`config.mk`:
```
export PLATFORM = sky130hd
export DESIGN_NAME = switch_op_select
export DESIGN_NICKNAME = d
export VERILOG_FILES = /design/src/rtl/calc_pkg.sv /design/src/rtl/sw_debounce.sv /design/src/rtl/switch_op_select.sv
export SDC_FILE = /design/constraint.sdc
export NUM_CORES = 1
export LEC_CHECK = 0
export CAP_MARGIN = 15
export CORE_ASPECT_RATIO = 0.75
export CORE_MARGIN = 3
export CORE_UTILIZATION = 50
export DETAILED_ROUTE_END_ITERATION = 16
export PLACE_DENSITY_LB_ADDON = 0.08
export SETUP_SLACK_MARGIN = 0.2
export SLEW_MARGIN = 10
export SYNTH_ARGS = -nofsm -noshare
export SYNTH_HDL_FRONTEND = slang
export SYNTH_SLANG_ARGS = --single-unit
```
`constraint.sdc`:
```
create_clock -name clk -period 2.87 [get_ports clk]
set_input_delay 0.574 -clock clk [delete_from_list [all_inputs] [get_ports clk]]
set_output_delay 0.574 -clock clk [all_outputs]
set_load 0.005 [all_outputs]
```
`src/rtl/calc_pkg.sv`:
```
// Shared definitions for the calculator front panel: LCD glyph codes,
// operator-to-glyph mapping, FSM state and switch classification enums.
package calc_pkg;

  localparam logic [7:0] LCD_BLK = 8'h20;
  localparam logic [7:0] LCD_SUM = 8'h2B;
  localparam logic [7:0] LCD_SUB = 8'h2D;
  localparam logic [7:0] LCD_MUL = 8'hD7;
  localparam logic [7:0] LCD_DIV = 8'h2F;
  localparam logic [7:0] LCD_REM = 8'hF7;
  localparam logic [7:0] LCD_POW = 8'h5E;
  localparam logic [7:0] LCD_FAC = 8'h21;
  localparam logic [7:0] LCD_EQU = 8'h3D;
  localparam logic [7:0] LCD_ERR = 8'h45;
  localparam logic [7:0] LCD_UNK = 8'h3F;

  typedef enum logic [1:0] {
    S_IDLE,
    S_PEND,
    S_HOLD
  } state_t;

  typedef enum logic [1:0] {
    CLS_NONE,
    CLS_OP,
    CLS_MULTI
  } class_t;

  function automatic logic [7:0] op_to_lcd(input logic [3:0] idx);
    case (idx)
      4'd0:    op_to_lcd = LCD_SUM;
      4'd1:    op_to_lcd = LCD_SUB;
      4'd2:    op_to_lcd = LCD_MUL;
      4'd3:    op_to_lcd = LCD_DIV;
      4'd4:    op_to_lcd = LCD_REM;
      4'd5:    op_to_lcd = LCD_POW;
      4'd6:    op_to_lcd = LCD_FAC;
      4'd7:    op_to_lcd = LCD_EQU;
      default: op_to_lcd = LCD_UNK;
    endcase
  endfunction

endpackage

```
`src/rtl/sw_debounce.sv`:
```
// Two-flop synchroniser followed by a candidate/counter debouncer; o_stable
// takes a new vector only after CYC consecutive identical synchronised samples.
module sw_debounce #(
  parameter int unsigned WIDTH = 8,
  parameter int unsigned CYC   = 16
) (
  input  logic             clk,
  input  logic             rst,
  input  logic [WIDTH-1:0] i_raw,
  output logic [WIDTH-1:0] o_stable
);

  localparam int unsigned    CW      = $clog2(CYC + 1);
  localparam logic [CW-1:0]  CNT_MAX = CW'(CYC);
  localparam logic [CW-1:0]  LOAD_AT = CW'(CYC - 1);

  logic [WIDTH-1:0] r_sync1;
  logic [WIDTH-1:0] r_sync2;
  logic [WIDTH-1:0] r_cand;
  logic [WIDTH-1:0] r_stable;
  logic [CW-1:0]    r_cnt;

  // The sample that differs from the candidate is counted as its first
  // observation, so the CYC-th matching sample loads stable directly.
  always_ff @(posedge clk or negedge rst) begin
    if (!rst) begin
      r_sync1  <= '0;
      r_sync2  <= '0;
      r_cand   <= '0;
      r_stable <= '0;
      r_cnt    <= '0;
    end else begin
      r_sync1 <= i_raw;
      r_sync2 <= r_sync1;
      if (r_sync2 != r_cand) begin
        r_cand <= r_sync2;
        r_cnt  <= CW'(1);
      end else if (r_cnt == LOAD_AT) begin
        r_stable <= r_cand;
        r_cnt    <= CNT_MAX;
      end else if (r_cnt != CNT_MAX) begin
        r_cnt <= r_cnt + CW'(1);
      end
    end
  end

  assign o_stable = r_stable;

endmodule

```
`src/rtl/switch_op_select.sv`:
```
// Operator selector: debounced DIP bank -> one-hot operator offered over valid/ack,
// plus LED/LCD display. Define OP_STICKY_EN to keep the last accepted op on display when idle.
module switch_op_select
  import calc_pkg::*;
#(
  parameter int unsigned N_SW         = 8,
  parameter int unsigned DEBOUNCE_CYC = 16
) (
  input  logic                    clk,
  input  logic                    rst,
  input  logic [N_SW-1:0]         i_sw_dip,
  input  logic                    i_op_ack,
  output logic                    o_op_valid,
  output logic [$clog2(N_SW)-1:0] o_op_code,
  output logic                    o_err,
  output logic [N_SW-1:0]         o_led,
  output logic [7:0]              o_lcd_char
);

  localparam int unsigned CW = $clog2(N_SW);

  logic [N_SW-1:0] w_stable;
  logic            w_nonzero;
  logic            w_onehot;
  logic [CW-1:0]   w_idx;
  class_t          w_class;

  state_t          r_state;
  state_t          w_state_nxt;
  logic [CW-1:0]   r_code;
  logic            r_err;
  logic [N_SW-1:0] r_led;
  logic [7:0]      r_lcd;
  logic [N_SW-1:0] w_led_nxt;
  logic [7:0]      w_lcd_nxt;

`ifdef OP_STICKY_EN
  logic [CW-1:0]   r_last;
  logic            r_last_vld;
`endif

  sw_debounce #(
    .WIDTH (N_SW),
    .CYC   (DEBOUNCE_CYC)
  ) u_debounce (
    .clk      (clk),
    .rst      (rst),
    .i_raw    (i_sw_dip),
    .o_stable (w_stable)
  );

  // OR-encode the index: only meaningful when exactly one bit is set.
  always_comb begin
    w_idx = '0;
    for (int unsigned i = 0; i < N_SW; i++) begin
      if (w_stable[i]) w_idx = w_idx | CW'(N_SW - 1 - i);
    end
    w_nonzero = |w_stable;
    w_onehot  = w_nonzero && ((w_stable & (w_stable - N_SW'(1))) == '0);
    if (!w_nonzero)    w_class = CLS_NONE;
    else if (w_onehot) w_class = CLS_OP;
    else               w_class = CLS_MULTI;
  end

  always_ff @(posedge clk or negedge rst) begin
    if (!rst) begin
      r_state <= S_IDLE;
      r_code  <= '0;
    end else begin
      r_state <= w_state_nxt;
      if (r_state == S_IDLE && w_class == CLS_OP) r_code <= w_idx;
    end
  end

  always_comb begin
    w_state_nxt = r_state;
    case (r_state)
      S_IDLE:  if (w_class == CLS_OP) w_state_nxt = S_PEND;
      S_PEND: begin
        if (i_op_ack)                             w_state_nxt = S_HOLD;
        else if (!(w_onehot && w_idx == r_code))  w_state_nxt = S_IDLE;
      end
      S_HOLD:  if (!w_nonzero) w_state_nxt = S_IDLE;
      default: w_state_nxt = S_IDLE;
    endcase
  end

  always_comb begin
    o_op_valid = (r_state == S_PEND);
    w_led_nxt  = '0;
    w_lcd_nxt  = LCD_BLK;
    case (r_state)
      S_PEND, S_HOLD: begin
        w_led_nxt = N_SW'(1) << (CW'(N_SW - 1) - r_code);
        w_lcd_nxt = op_to_lcd(4'(r_code));
      end
      default: begin
        if (w_class == CLS_MULTI) begin
          w_lcd_nxt = LCD_ERR;
        end
`ifdef OP_STICKY_EN
        else if (r_last_vld) begin
          w_led_nxt = N_SW'(1) << (CW'(N_SW - 1) - r_last);
          w_lcd_nxt = op_to_lcd(4'(r_last));
        end
`endif
      end
    endcase
  end

  always_ff @(posedge clk or negedge rst) begin
    if (!rst) begin
      r_err <= 1'b0;
      r_led <= '0;
      r_lcd <= LCD_BLK;
    end else begin
      r_err <= (w_class == CLS_MULTI);
      r_led <= w_led_nxt;
      r_lcd <= w_lcd_nxt;
    end
  end

`ifdef OP_STICKY_EN
  always_ff @(posedge clk or negedge rst) begin
    if (!rst) begin
      r_last     <= '0;
      r_last_vld <= 1'b0;
    end else if (r_state == S_PEND && i_op_ack) begin
      r_last     <= r_code;
      r_last_vld <= 1'b1;
    end
  end
`endif

  assign o_op_code  = r_code;
  assign o_err      = r_err;
  assign o_led      = r_led;
  assign o_lcd_char = r_lcd;

endmodule

```
-- Word level (Yosys, flattened, before mapping)
Memory sizes are Yosys's and may differ from the RTL's.
Cells that the tools add are included.
- register bits: 59
- memory bits (read-only): 64
- bits of input ports: 11
- logic and storage cells: 58
- memories kept: 1
- memory list (name ; words ; width ; read ports ; clocked after memory_dff ; write ports ; line ; source):
    (no name shown) ; 8 ; 8 ; 1 ; 0 ; 0 ; calc_pkg.sv:30 ; case (idx)
- add/subtract/negate cells: 3
- eq/ne operators: 11
- shift-type cells: 1
- muxes and demuxes: 20
- bitwise operators: 2
- reductions and logical operators: 10
- operators by type and width (kind ; count):
    2-bit 2-to-1 mux ; 8
    8-bit 2-to-1 mux ; 2
    5-bit 2-to-1 mux ; 3
    3-bit 2-to-1 mux ; 4
    8-bit bitwise AND ; 1
    8-bit logical NOT ; 1
    8-bit != test ; 1
    8-bit OR reduction ; 1
    1-bit by 3-bit left shift with 8-bit output, first input constant ; 1
    8-bit by 1-bit subtractor with 8-bit output, second input constant ; 1
    7-bit 2-to-1 mux ; 1
    2-bit case mux with 3 select lines ; 1
    5-bit by 1-bit adder with 5-bit output, second input constant ; 1
    5-bit by 4-bit == test with 1-bit output, second input constant ; 1
    5-bit != test, second input constant ; 1
    2-bit by 1-bit == test with 1-bit output, second input constant ; 2
    2-bit == test, second input constant ; 2
    3-bit == test ; 1
    1-bit logical AND ; 3
    3-bit != test, second input constant ; 1
    3-bit AND reduction ; 1
    3-bit nonzero test ; 1
    3-bit subtractor, first input constant ; 1
    2-bit logical NOT ; 1
    other kinds (6) ; 6

-- Logic depth before layout (Yosys ltp)
Gate-level depths: netlist of the first run.
- depth after elaboration: 12
- gate-level depth with buffers: 6

-- Hierarchy
Synthesis of the first run repeated with hierarchy kept, for this count alone.
- cell total of the unflattened synthesis: 180
- area total of the unflattened synthesis: 2327.2 um2
- by module, submodules not included (module ; times used ; cells an instance ; area each (um2) ; sequential area each (um2)):
    sw_debounce ; 1 ; 84 ; 1297.5 ; 925.9
    switch_op_select ; 1 ; 96 ; 1029.7 ; 551.8

-- Least setup slack after synthesis of the first run
No wires, ideal clock.
- kind: flip-flop to flip-flop
- start: register u_debounce.r_cnt[0]
- end: register u_debounce.r_cnt[0]
- setup time: 124 ps
- arrival: 1874 ps
- required time: 2746 ps
- slack: 872 ps
- stages on the path, launching flop included: 7
- buffers on the path: 0
- period minus slack after synthesis: 1998 ps
- cell sequence: dfrtp_1 -> ha_1 -> and3_1 -> ha_1 -> nor4_1 -> nor3_1 -> a211o_1
- cells in the longest elaborated chain, start to end: 4
- RTL lines (what ; line ; source):
    start: declaration ; sw_debounce.sv:21 ; logic [CW-1:0] r_cnt;
    start signal: assignment ; sw_debounce.sv:42 ; r_cnt <= r_cnt + CW'(1);
    5-bit by 1-bit adder with 5-bit output ; sw_debounce.sv:42 ;
    5-bit 2-to-1 mux ; sw_debounce.sv:41 ; end else if (r_cnt != CNT_MAX) begin
    5-bit 2-to-1 mux ; sw_debounce.sv:38 ; end else if (r_cnt == LOAD_AT) begin
    5-bit 2-to-1 mux ; sw_debounce.sv:35 ; if (r_sync2 != r_cand) begin
Several ways; a longest one is shown, not always the timed one. The select of a mux whose other input is x is not followed.
A chain may end at the register's enable or synchronous reset.

-- Worst setup path after layout of the first run
Same ends and word-level chain as after synthesis.

==> results.sh, run 1 <==
export IMPL_routed_via_density=5.34
export IMPL_crit_arrival_ns=2.46
export IMPL_fin_skew_ns=0.00281
export IMPL_antenna_cells=0
export IMPL_routabilityCongestion=0.802
export IMPL_rsz0062_at_grt="no"
export IMPL_worst_slew_pin_slew_ns=0.773
export IMPL_cts_buffers=9
export IMPL_die_x_um=86.4
export IMPL_peakVddDrop_v=0.000453
export IMPL_ys_flop_type="dfrtp_1"
export IMPL_leakagePower_nw=1.35
export IMPL_cts_root_buffer="clkbuf_8"
export IMPL_synth_enable_flop_cells=0
export IMPL_first_pass_iters=4
export IMPL_synth_area_leader_cell="dfrtp_1"
export IMPL_synthesis_nets=209
export IMPL_avgSynthCellArea_sq_um=12.6
export IMPL_post_route_period_util_pct=78.3
export IMPL_insertion_delay_ns=0.33
export IMPL_hp_class="reg -> reg"
export IMPL_fp_dieH_um=66.3
export IMPL_clk_pin_slew_ns=0.06
export IMPL_fp_dieArea_sq_um=5720
export IMPL_report_final_setup_viol=0
export IMPL_postCtsSetupBuffers=0
export IMPL_holdBufCountCts=0
export IMPL_synthTopCellsByArea="dfrtp_1 60%, mux2_2 3.7%, xor2_1 3.3%"
export IMPL_max_slew_margin_pct=48.0
export IMPL_async_flop_share_pct=100
export IMPL_overflow=0
export IMPL_status="complete, no violations"
export IMPL_placed_cells=268
export IMPL_startpoint="u_debounce.r_cnt[0]"
export IMPL_yosys_warnings=0
export IMPL_htree_levels=3
export IMPL_min_period_ns=2.25
export IMPL_hpwl_um=3060
export IMPL_wl_per_cell_um=15.6
export IMPL_setup_ws_ns=0.622
export IMPL_drtAntennaViolNets=0
export IMPL_port_buffers=31
export IMPL_post_route_drc_count=0
export IMPL_cts_resized=0
export IMPL_crit_fanout=5
export IMPL_yosys_cell_count_top_type="dfrtp_1"
export IMPL_ys_seq_elements=59
export IMPL_startpoint_type="register"
export IMPL_synth_cell_type_count=45
export IMPL_critical_path_class="reg -> reg"
export IMPL_fmax_mhz=445
export IMPL_area_delta_synth_final_pct=23.8
export IMPL_clkSinkCount=59
export IMPL_drt_iter0_drc=105
export IMPL_drt_wl_total_um=4400
export IMPL_drv_slew=0
export IMPL_min_from="u_debounce.r_sync1[0]"
export IMPL_antenna_found_initial=0
export IMPL_worst_setup_path_end_kind="register"
export IMPL_setup_tns_ns=0
export IMPL_final_cells=283
export IMPL_grt_pass1_wl_um=7600
export IMPL_cts_max_path_buffers=2
export IMPL_required_ns=3.08
export IMPL_rows=21
export IMPL_powerDensity_nw_per_um2=609
export IMPL_grt_max_degree=60
export IMPL_num_vias=1510
export IMPL_final_nets=239
export IMPL_syn_inst=192
export IMPL_cts_tree="done"
export IMPL_io_pins=32
export IMPL_dpl_worst_slack_ns=0.617
export IMPL_synth_top_area_share_pct=59.9
export IMPL_r2r_start="u_debounce.r_cnt[0]"
export IMPL_hold_viol_final=0
export IMPL_core_area_sq_um=4570
export IMPL_drive_gt1_share_pct=17.7
export IMPL_syn_area_sq_um=2420
export IMPL_track_usage_pct=17.8
export IMPL_fillCellCount=356
export IMPL_ys_seq_area_share_pct=61.0
export IMPL_grt_pass1_vias=1586
export IMPL_floorplan_initialDensity_pct=53.0
export IMPL_synth_commonest_cells="58 x dfrtp_1, 15 x nor2_1, 11 x clkbuf_1, 11 x nand2_1, 10 x inv_1"
export IMPL_drv_cap=0
[layer usage]
| layer | routed length (um) | GRT usage [%] | part of all wire (%) |
|---|---|---|---|
| met1 | 2040 | 22.9 | 46 |
| met2 | 2090 | 26.7 | 47 |
| met3 | 192 | 7.97 | 4.4 |
| met4 | 81 | 6.42 | 1.8 |
| met5 | 0 | 0 | 0 |
[cell type report]
type / count / area, sq um / share of cell area (%)
sequential: 59 / 1480 / 49.3
multi-input combinational: 110 / 848 / 28.3
timing repair buffer: 32 / 313 / 10.4
clock buffer: 11 / 151 / 5.05
clock inverter: 4 / 97.6 / 3.26
tap: 57 / 71.3 / 2.38
inverter: 10 / 37.5 / 1.25
[cells in the final DEF, fill, tap and decap left out, types with 3 or more instances in the layout]
| master | instances |
|---|---|
| or3_1 | 3 |
| nor3_1 | 3 |
| nor2_1 | 15 |
| ha_1 | 6 |
| clkdlybuf4s50_1 | 30 |
| inv_1 | 10 |
| xor2_1 | 9 |
| dfrtp_1 | 58 |
| mux2_2 | 8 |
| bufinv_16 | 3 |
| nand2_1 | 11 |
| nor4_1 | 5 |
| mux2i_1 | 4 |
| xnor2_1 | 6 |
| or2_2 | 3 |
| nand3_1 | 5 |
| clkbuf_8 | 11 |
[per-stage QoR]
stage	util [%]	power, mW	hold slack [ns]	cell area (sq um)
2_1_floorplan	-	0.884	0.278	2420
3_3_place_gp	60.1	0.913	0.332	2750
3_5_place_dp	60.1	0.915	0.336	2750
4_1_cts	65.5	1.85	0.350	3000
5_1_grt	65.5	1.89	0.354	3000
6_report	65.5	1.83	0.347	3000
[where the power goes]
group / switching, mW / internal, mW
Sequential: 0.00963 / 0.849
Clock: 0.307 / 0.619
Combinational: 0.0220 / 0.0177
[state kept, by name (all words and copies together) (netlist names)]
| register | count |
|---|---|
| o_err | 1 |
| o_lcd_char | 8 |
| o_led | 8 |
| o_op_code | 3 |
| r_state | 2 |
| u_debounce.o_stable | 8 |
| u_debounce.r_cand | 8 |
| u_debounce.r_cnt | 5 |
| u_debounce.r_sync1 | 8 |
| u_debounce.r_sync2 | 8 |
[final timing paths]
path	to	slack (ns)	cells after the start
setup / recovery	u_debounce.r_cnt[0]	0.62	6
hold / removal	u_debounce.r_sync2[0]	0.35	0
setup reg to reg	u_debounce.r_cnt[0]	0.62	6
hold reg to reg	u_debounce.r_sync2[0]	0.35	0
max in group asynchronous	u_debounce.r_sync2[0]	2.00	2
min in group asynchronous	r_state[0]	0.38	2
[critical path: stages, from the launching register on]
cell and delay, ns:
dfrtp_1 0.42, ha_1 0.23, and3_1 0.19, ha_1 0.22, nor4_1 0.66, nor3_1 0.12, a211o_1 0.29
[cell families (layout without fill, tap and decap cells)]
group                      count (synthesis)  in the layout  share of synthesized area (%)
xor gates and xnor gates                  15             15                           5.43
AOI/OAI and AO/OA                         21             21                           7.65
adders and majority gates                  7              7                           3.57
DFF                                       59             59                           61.0
and+or+nand+nor                           55             55                           13.0
muxes                                     12             12                           5.37
buffers and inverters                     23             57                           3.93
No activity file was read; power rests on OpenSTA's default activity.
==> run 2: changes to the inputs <==
Clock period 2.87 ns to 2.13 ns, I/O delays scaled along.
==> run 2 against run 1 <==
  * Cell count increased by 2.8%
  * Sequential power increased by 35%
  * Die area unchanged
  * Count of clock-buffer cells in the layout unchanged
  * First-iteration DRC count decreased by 48%
  * Flip-flop and latch count unchanged
  * Critical endpoint is now r_state[0]
  * Largest power group is now registers
  * Highest routed layer unchanged
==> results.sh, run 2 (synthesis gave the netlist of run 1 again) <==
export IMPL_max_slew_margin_pct=71.1
export IMPL_rr_endpoint="r_state[0]"
export IMPL_setup_tns_ns=0
export IMPL_register_area_sq_um=1480
export IMPL_worst_setup_path_end_kind="register"
export IMPL_rows=21
export IMPL_hold_viol_final=0
export IMPL_antenna_found_initial=0
export IMPL_drive_gt1_share_pct=24.4
export IMPL_fp_dieArea_sq_um=5720
export IMPL_worst_slew_pin_slew_ns=0.429
export IMPL_cts_max_path_buffers=2
export IMPL_antenna_cells=0
export IMPL_setup_ws_ns=0.228
export IMPL_dpl_worst_slack_ns=0.122
export IMPL_wl_per_cell_um=15.1
export IMPL_post_route_drc_count=0
export IMPL_fin_skew_ns=0.00493
export IMPL_fillCellCount=340
export IMPL_crit_fanout=6
export IMPL_hp_class="in -> async"
export IMPL_required_ns=2.40
export IMPL_cts_tree="done"
export IMPL_port_buffers=31
export IMPL_grt_max_degree=60
export IMPL_floorplan_initialDensity_pct=53.0
export IMPL_placed_cells=270
export IMPL_clkSinkCount=59
export IMPL_whs_ns=0.0857
export IMPL_die_x_um=86.4
export IMPL_report_final_setup_viol=0
export IMPL_layout_commonest_cell="dfrtp_1"
export IMPL_ff2ff_path_depth=5
export IMPL_htree_levels=3
export IMPL_powerDensity_nw_per_um2=753
export IMPL_peakVddDrop_v=0.000634
export IMPL_routabilityCongestion=0.796
export IMPL_rsz0062_at_grt="yes"
export IMPL_crit_arrival_ns=2.17
export IMPL_core_area_sq_um=4570
export IMPL_cts_buffers=9
export IMPL_drt_wl_total_um=4390
export IMPL_first_pass_iters=6
export IMPL_fp_dieH_um=66.3
export IMPL_insertion_delay_ns=0.33
export IMPL_min_period_ns=1.90
export IMPL_layout_common_cells="54 x dfrtp_1, 30 x clkdlybuf4s50_1, 15 x nor2_1, 11 x nand2_1, 11 x clkbuf_8"
export IMPL_post_route_period_util_pct=89.3
export IMPL_track_usage_pct=17.8
export IMPL_hpwl_um=2980
export IMPL_overflow=0
export IMPL_crit_chain="or2_2 > o41ai_4 > nand2_1 > nor4_1 > a311o_1"
export IMPL_drv_cap=0
export IMPL_drtAntennaViolNets=0
export IMPL_area_delta_synth_final_pct=28.2
export IMPL_final_cells=291
export IMPL_critPathSlowestCell="dfrtp_1"
export IMPL_drv_slew=0
export IMPL_status="complete, no violations"
export IMPL_num_vias=1561
export IMPL_final_nets=247
export IMPL_r2r_start="u_debounce.o_stable[6]"
export IMPL_holdBufCountCts=0
export IMPL_fmax_mhz=526
export IMPL_grt_pass1_vias=1524
export IMPL_cts_root_buffer="clkbuf_8"
export IMPL_critical_path_class="reg -> reg"
export IMPL_multi_input_area_sq_um=902
export IMPL_leakagePower_nw=1.38
export IMPL_clk_pin_slew_ns=0.06
export IMPL_grt_pass1_wl_um=7480
export IMPL_routed_via_density=5.36
export IMPL_cpPeakStageDelay_ns=0.46
export IMPL_startpoint_type="register"
export IMPL_io_pins=32
export IMPL_drt_iter0_drc=55
export IMPL_reg2reg_slack_ns=0.23
## run 2: changes by cell type in the layout (fill, tap and decap cells not counted), moves of 2 or more
| cell | previous run | this run |
|---|---|---|
| buf_4 | 1 | 8 |
| dfrtp_1 | 58 | 54 |
| dfrtp_2 | 0 | 4 |
| nor4_1 | 5 | 3 |
| nor4_4 | 1 | 3 |
## run 2: final cells by class
| class | instances | area share (%) |
|---|---|---|
| clock buffers | 11 | 4.88 |
| clock inverters | 4 | 2.38 |
| inverters | 10 | 1.21 |
| multi-input cells | 110 | 29.1 |
| flip-flops and latches | 59 | 47.8 |
| well taps | 57 | 2.30 |
| repair buffers | 40 | 12.4 |
## run 2: critical path, delay by kind of cell, from the launching register on
family	cells	cell delay, ns
compound gates	2	0.63
flops	1	0.46
simple gates	3	0.74
## run 2: report_power, final
| group | switching, mW | internal [mW] |
|---|---|---|
| Sequential | 0.0124 | 1.14 |
| Combinational | 0.0296 | 0.0277 |
| Clock | 0.407 | 0.715 |
| Total | 0.449 | 1.89 |
## run 2: repair_timing
action	in CTS	in global routing
endpoints found under the setup margin	9	13
pin swaps	1	5
buffers inserted	0	6
gates resized for setup	6	6
## run 2: metal layers
layer  GRT usage, %  share of wire, %  vias up
li1               -                 -      724
met1           23.7                46      780
met2           24.2                46       46
met3           8.97               6.6       11
met4           7.59               1.6        0
met5              0                 0        -
## run 2: per-stage QoR
stage / cell area [sq um] / power [mW] / utilization, %
6_report: 3100 / 2.34 / 67.9
5_1_grt: 3100 / 2.44 / 67.9
4_1_cts: 3050 / 2.37 / 66.7
3_5_place_dp: 2780 / 1.24 / 60.8
3_3_place_gp: 2780 / 1.23 / 60.8
2_1_floorplan: 2430 / 1.19 / -
## run 2: worst max-delay path by stage
stage                                 from                   to  slack (ns)
floorplan              u_debounce.r_cnt[0]  u_debounce.r_cnt[0]        0.29
finish              u_debounce.o_stable[6]           r_state[0]        0.23
detailed placement     u_debounce.r_cnt[0]  u_debounce.r_cnt[0]        0.12
global placement       u_debounce.r_cnt[0]  u_debounce.r_cnt[0]        0.25
CTS                             r_state[1]           o_op_valid        0.12
global route        u_debounce.o_stable[0]           r_state[0]        0.16
